<file path="src/rtl/range_ctrl.sv">
// Key-driven sequencer for the Collatz range engine: debounce, launch, busy lockout, browse offset.
// Optional hold-to-repeat stepping is enabled by defining RANGE_CTRL_AUTO_REPEAT_EN.
`timescale 1ns/1ps

module range_ctrl #(
  parameter int unsigned DEBOUNCE_CYCLES = 500000,
  parameter int unsigned REPEAT_CYCLES   = 4194304,
  parameter int unsigned RAM_WORDS       = 256
) (
  input  logic        clk,
  input  logic        reset_n,
  input  logic [3:0]  key_n,
  input  logic [9:0]  sw,
  input  logic        done,
  output logic        go,
  output logic [31:0] start,
  output logic [7:0]  offset,
  output logic [11:0] n,
  output logic        busy
);

  // state  | meaning
  // IDLE   | keys accepted, offset browsable
  // LAUNCH | go asserted for one cycle
  // RUN    | engine running, waiting for done
  typedef enum logic [1:0] {IDLE, LAUNCH, RUN} state_t;

  localparam int unsigned      DB_W    = (DEBOUNCE_CYCLES > 1) ? $clog2(DEBOUNCE_CYCLES) : 1;
  localparam logic [DB_W-1:0]  DB_LAST = DB_W'(DEBOUNCE_CYCLES - 1);
  localparam logic [7:0]       OFF_MAX = 8'(RAM_WORDS - 1);

  state_t          state;
  logic [3:0]      key_meta, key_s;
  logic [9:0]      sw_meta, sw_s;
  logic [3:0]      key_db, key_db_q;
  logic [DB_W-1:0] db_cnt [4];
  logic [3:0]      press;
  logic            held_up, held_dn, held_both;
  logic            rpt_up, rpt_dn;
  logic            step_up, step_dn;

  always_ff @(posedge clk or negedge reset_n) begin
    if (!reset_n) begin
      key_meta <= '1;
      key_s    <= '1;
      sw_meta  <= '0;
      sw_s     <= '0;
    end else begin
      key_meta <= key_n;
      key_s    <= key_meta;
      sw_meta  <= sw;
      sw_s     <= sw_meta;
    end
  end

  always_ff @(posedge clk or negedge reset_n) begin
    if (!reset_n) begin
      key_db   <= '1;
      key_db_q <= '1;
      for (int i = 0; i < 4; i++) db_cnt[i] <= '0;
    end else begin
      key_db_q <= key_db;
      for (int i = 0; i < 4; i++) begin
        if (key_s[i] == key_db[i]) begin
          db_cnt[i] <= '0;
        end else if (db_cnt[i] == DB_LAST) begin
          key_db[i] <= key_s[i];
          db_cnt[i] <= '0;
        end else begin
          db_cnt[i] <= db_cnt[i] + 1'b1;
        end
      end
    end
  end

  assign press     = key_db_q & ~key_db;
  assign held_up   = ~key_db[0];
  assign held_dn   = ~key_db[1];
  assign held_both = held_up & held_dn;

`ifdef RANGE_CTRL_AUTO_REPEAT_EN
  localparam int unsigned      RPT_W    = (REPEAT_CYCLES > 1) ? $clog2(REPEAT_CYCLES) : 1;
  localparam logic [RPT_W-1:0] RPT_LAST = RPT_W'(REPEAT_CYCLES - 1);

  logic [RPT_W-1:0] rpt_cnt;
  logic             rpt_arm;
  logic             rpt_fire;

  assign rpt_fire = rpt_arm && (rpt_cnt == RPT_LAST);
  assign rpt_up   = rpt_fire & held_up;
  assign rpt_dn   = rpt_fire & held_dn;

  // Repeat only arms on a press event seen in IDLE, so a key held across busy stays inert.
  always_ff @(posedge clk or negedge reset_n) begin
    if (!reset_n) begin
      rpt_cnt <= '0;
      rpt_arm <= 1'b0;
    end else if (state != IDLE || held_both || !(held_up || held_dn)) begin
      rpt_cnt <= '0;
      rpt_arm <= 1'b0;
    end else if (press[0] || press[1]) begin
      rpt_cnt <= '0;
      rpt_arm <= 1'b1;
    end else if (rpt_arm) begin
      rpt_cnt <= rpt_fire ? '0 : rpt_cnt + 1'b1;
    end
  end
`else
  logic unused_rpt_cfg;
  assign unused_rpt_cfg = (REPEAT_CYCLES != 0);
  assign rpt_up = 1'b0;
  assign rpt_dn = 1'b0;
`endif

  assign step_up = (press[0] | rpt_up) & ~held_both;
  assign step_dn = (press[1] | rpt_dn) & ~held_both;

  always_ff @(posedge clk or negedge reset_n) begin
    if (!reset_n) begin
      state  <= IDLE;
      go     <= 1'b0;
      busy   <= 1'b0;
      start  <= '0;
      offset <= '0;
    end else begin
      go <= 1'b0;
      case (state)
        IDLE: begin
          if (press[3]) begin
            state  <= LAUNCH;
            go     <= 1'b1;
            busy   <= 1'b1;
            start  <= {22'b0, sw_s};
            offset <= '0;
          end else if (press[2]) begin
            offset <= '0;
          end else if (step_up) begin
            if (offset != OFF_MAX) offset <= offset + 1'b1;
          end else if (step_dn) begin
            if (offset != 8'd0) offset <= offset - 1'b1;
          end
        end
        LAUNCH: state <= RUN;
        RUN: begin
          if (done) begin
            state <= IDLE;
            busy  <= 1'b0;
          end
        end
        default: begin
          state <= IDLE;
          busy  <= 1'b0;
        end
      endcase
    end
  end

  always_ff @(posedge clk or negedge reset_n) begin
    if (!reset_n) n <= '0;
    else          n <= {2'b0, sw_s} + {4'b0, offset};
  end

endmodule

</file>
<file path="config.mk">
export PLATFORM = sky130hd
export DESIGN_NAME = range_ctrl
export DESIGN_NICKNAME = d
export VERILOG_FILES = /design/src/rtl/range_ctrl.sv
export SDC_FILE = /design/constraint.sdc
export NUM_CORES = 1
export LEC_CHECK = 0
export BUFFER_PORTS_ARGS = -buffer_cell sky130_fd_sc_hd__buf_2
export CAP_MARGIN = 20
export CORE_UTILIZATION = 35
export CTS_CLUSTER_SIZE = 8
export DETAILED_ROUTE_END_ITERATION = 10
export PLACE_DENSITY = 0.57
export SYNTH_ARGS = -nofsm -noshare
export SYNTH_HDL_FRONTEND = slang
export SYNTH_SLANG_ARGS = --single-unit
</file>
<file path="constraint.sdc">
create_clock -name clk -period 3.2 [get_ports clk]
set_clock_uncertainty 0.2 [all_clocks]
set_input_delay 0.48 -clock clk [delete_from_list [all_inputs] [get_ports clk]]
set_output_delay 0.48 -clock clk [all_outputs]
set_load 0.03 [all_outputs]
</file>
==> run_results.csv <==
group,metric,value,unit
run_status,status,"complete, no violations",
drt,wl_per_cell,13.2,um
cts,clkSinkCount,145,
yosys,synthFlopType,"dfrtp_1",
cts,clk_latency,410,ps
place,place_area,0.00702,mm^2
die,core,0.0182,mm^2
grt,antenna_found_initial,0,
yosys,synth-edff-count,0,
sta,relSlewSlack,36.1,%
place,gp_congestion,0.778,
power,clockPowerShare,47.8,%
sta,max_freq,369,MHz
sta,finalCritPeriodShare,84.6,%
worst_setup_path,cp-end-kind,"flop",
power,switching_share,21.9,%
grt,grt_max_degree,65,
yosys,avgSynthCellArea,10.9,um^2
sta,finalSetupViolations,0,
sta,min_period,2710,ps
sta,hold_violations,0,
yosys,synth_seq_cells,145,
power,peakVddDrop,327,uV
yosys,ys_async_sr_fraction,100,%
die,initial_utilization,36.3,%
die,pin_count,71,
worst_setup_path,arrival,2810,ps
sta,drv_slew,0,
grt,overflow,0,
yosys,synth.distinct_cells,49,
worst_setup_path,worstSetupStartpointType,"flop",
drt,final_antenna_net_count,0,
drt,drc,0,
final_layout,drive_gt1_share,16.2,%
yosys,syn-cell-area,0.00661,mm^2
final_layout,diodes,0,
power,switching_power,871,uW
yosys,synthTopCellsByArea,"dfrtp_1, dfstp_2, nor2_1",
sta,tightest_slew,953,ps
power,power.density,514,mW/mm^2
final_layout,area_growth_syn_to_layout,17.1,%
yosys,yosysTopAreaCell,"dfrtp_1",
place,numPortBuffers,47,
worst_setup_path,reg2reg_slack,490,ps
worst_setup_path,crit_fanout,8,
cts,ctsHoldBuffers,15,
yosys,yosysSeqAreaShare,55.2,%
die,num_rows,49,
hold_path,hp-class,"reg -> reg",
drt,via_per_inst,4.74,
cts,clk_pin_slew,60,ps
die,die_y,139,um
cts,clockRootBuffer,"clkbuf_16",
die,die-area,0.0194,mm^2
cts,clockBufferDepth,2,
grt,grt_pass1_wl,21.0,mm
final_layout,nFillCells,1701,
worst_setup_path,path_class,"reg -> reg",
yosys,yosys-top-cells-count,"dfrtp_1, nor2_1, nand2_1, xor2_1, xnor2_1",
power,intPower,3100,uW
cts,cts_tree,"done",
drt,dr.pass1.iters,4,
drt,wirelength,12.1,mm
cts,h-tree-depth,4,
cts,numCtsBuffers,17,
drt,routed-via-count,4360,
die,dieWidth,139,um
worst_setup_path,worstPathRequired,3300,ps
cts,cts_resized,0,
yosys,yosysTopAreaCellShare,48.8,%
place,dp_hpwl,8.60,mm
power,p_leak,0.00349,uW
final_layout,design_area,0.00774,mm^2
final_layout,layout.nets,715,
grt,first_global_vias,4415,
grt,grt_use_total,13.5,%
sta,grt_setup_unrepaired,"no",
cts,post_cts.repair.setup_buffers,0,
power,pwr-share-seq,47.8,%
yosys,ys_warn_count,0,
run,maxCapViolations,0,
drt,drt_iter0_markers,150,
yosys,yosysMostFrequentCell,"dfrtp_1",
sta,fin_tns_setup,0,ps
power,comb_power_share,4.4,%
yosys,netlist_instances,606,
## layer usage
metal	vias up	track usage (%)	wire length, um
met5	-	0	0
met3	11	4.85	456
li1	2159	-	-
met2	69	22.2	5930
met4	0	4.04	121
met1	2121	16.6	5630
## sequential cells by signal, indices dropped and copies added, names as in the netlist
name and cells:
state 2, n 11, key_s 4, key_meta 4
sw_meta 10, db_cnt 76, busy 1, key_db 4
go 1, sw_s 10, start 10, offset 8
key_db_q 4
## area by class of cell
type / count / area [um^2] / area share, %
flip-flops and latches: 145 / 3650 / 47.1
multi-input cells: 432 / 2740 / 35.4
clock buffers: 21 / 460 / 5.95
repair buffers: 65 / 427 / 5.51
well taps: 229 / 287 / 3.70
clock inverters: 11 / 113 / 1.46
inverters: 17 / 63.8 / 0.825
## layout by cell type, fill, tap and decap left out, drive strengths merged, types with 18 or more instances in the layout
master / n
ha: 18
dfrtp: 129
nand2: 41
nor2: 99
clkbuf: 21
xor2: 39
xnor2: 36
buf: 50
nand3: 24
conb: 23
## power groups by stage
stage	combinational, uW	sequential [uW]	clock, uW
3_5_place_dp	166	1930	0
6_report	176	1900	1900
2_1_floorplan	110	1940	0
3_3_place_gp	162	1930	0
4_1_cts	181	1900	1950
5_1_grt	199	1900	2040
## logic make-up (layout without fill, tap and decap cells)
group | Yosys count | after routing | synth area share (%)
other cells | 1 | 23 | 0.0567
flops | 145 | 145 | 55.2
fa+ha+maj | 20 | 20 | 4.01
compound gates | 47 | 47 | 4.68
buf+inv | 51 | 114 | 4.66
simple gates | 251 | 251 | 18.7
xor+xnor | 75 | 75 | 9.94
mux | 16 | 16 | 2.73
## critical path, stage by stage (launching register included)
cell and delay [ps]:
dfstp_2 570, nand3b_1 300, inv_1 130, fa_1 390, nor2b_1 170, o21ai_1 100, a21boi_1 200, o21a_1 160
nor3_1 50, o41ai_1 310
## metrics by stage
step | utilization [%] | hold slack [ps] | power (uW) | worst slack [ps] | instances
CTS | 42.5 | 147 | 4030 | 478 | 920
detailed placement | 38.5 | 135 | 2100 | 506 | 873
global placement | 38.5 | 133 | 2090 | 622 | 873
global route | 42.5 | 159 | 4140 | 229 | 920
finish | 42.5 | 146 | 3980 | 493 | 920
floorplan | - | -15.6 | 2050 | 780 | 628
## worst paths after layout
| check | end | start | cells past startpoint |
|---|---|---|---|
| min | sw_s[1]$_DFF_PN0_ | sw_meta[1]$_DFF_PN0_ | 0 |
| max | offset[6]$_DFFE_PN0P_ | key_db[0]$_DFFE_PN1P_ | 9 |
| min reg2reg | sw_s[1]$_DFF_PN0_ | sw_meta[1]$_DFF_PN0_ | 0 |
| max in group asynchronous | sw_s[7]$_DFF_PN0_ | reset_n | 3 |
| max reg2reg | offset[6]$_DFFE_PN0P_ | key_db[0]$_DFFE_PN1P_ | 9 |
| min in group asynchronous | db_cnt[12]$_DFF_PN0_ | reset_n | 2 |
(Power assumes the default switching activity.)
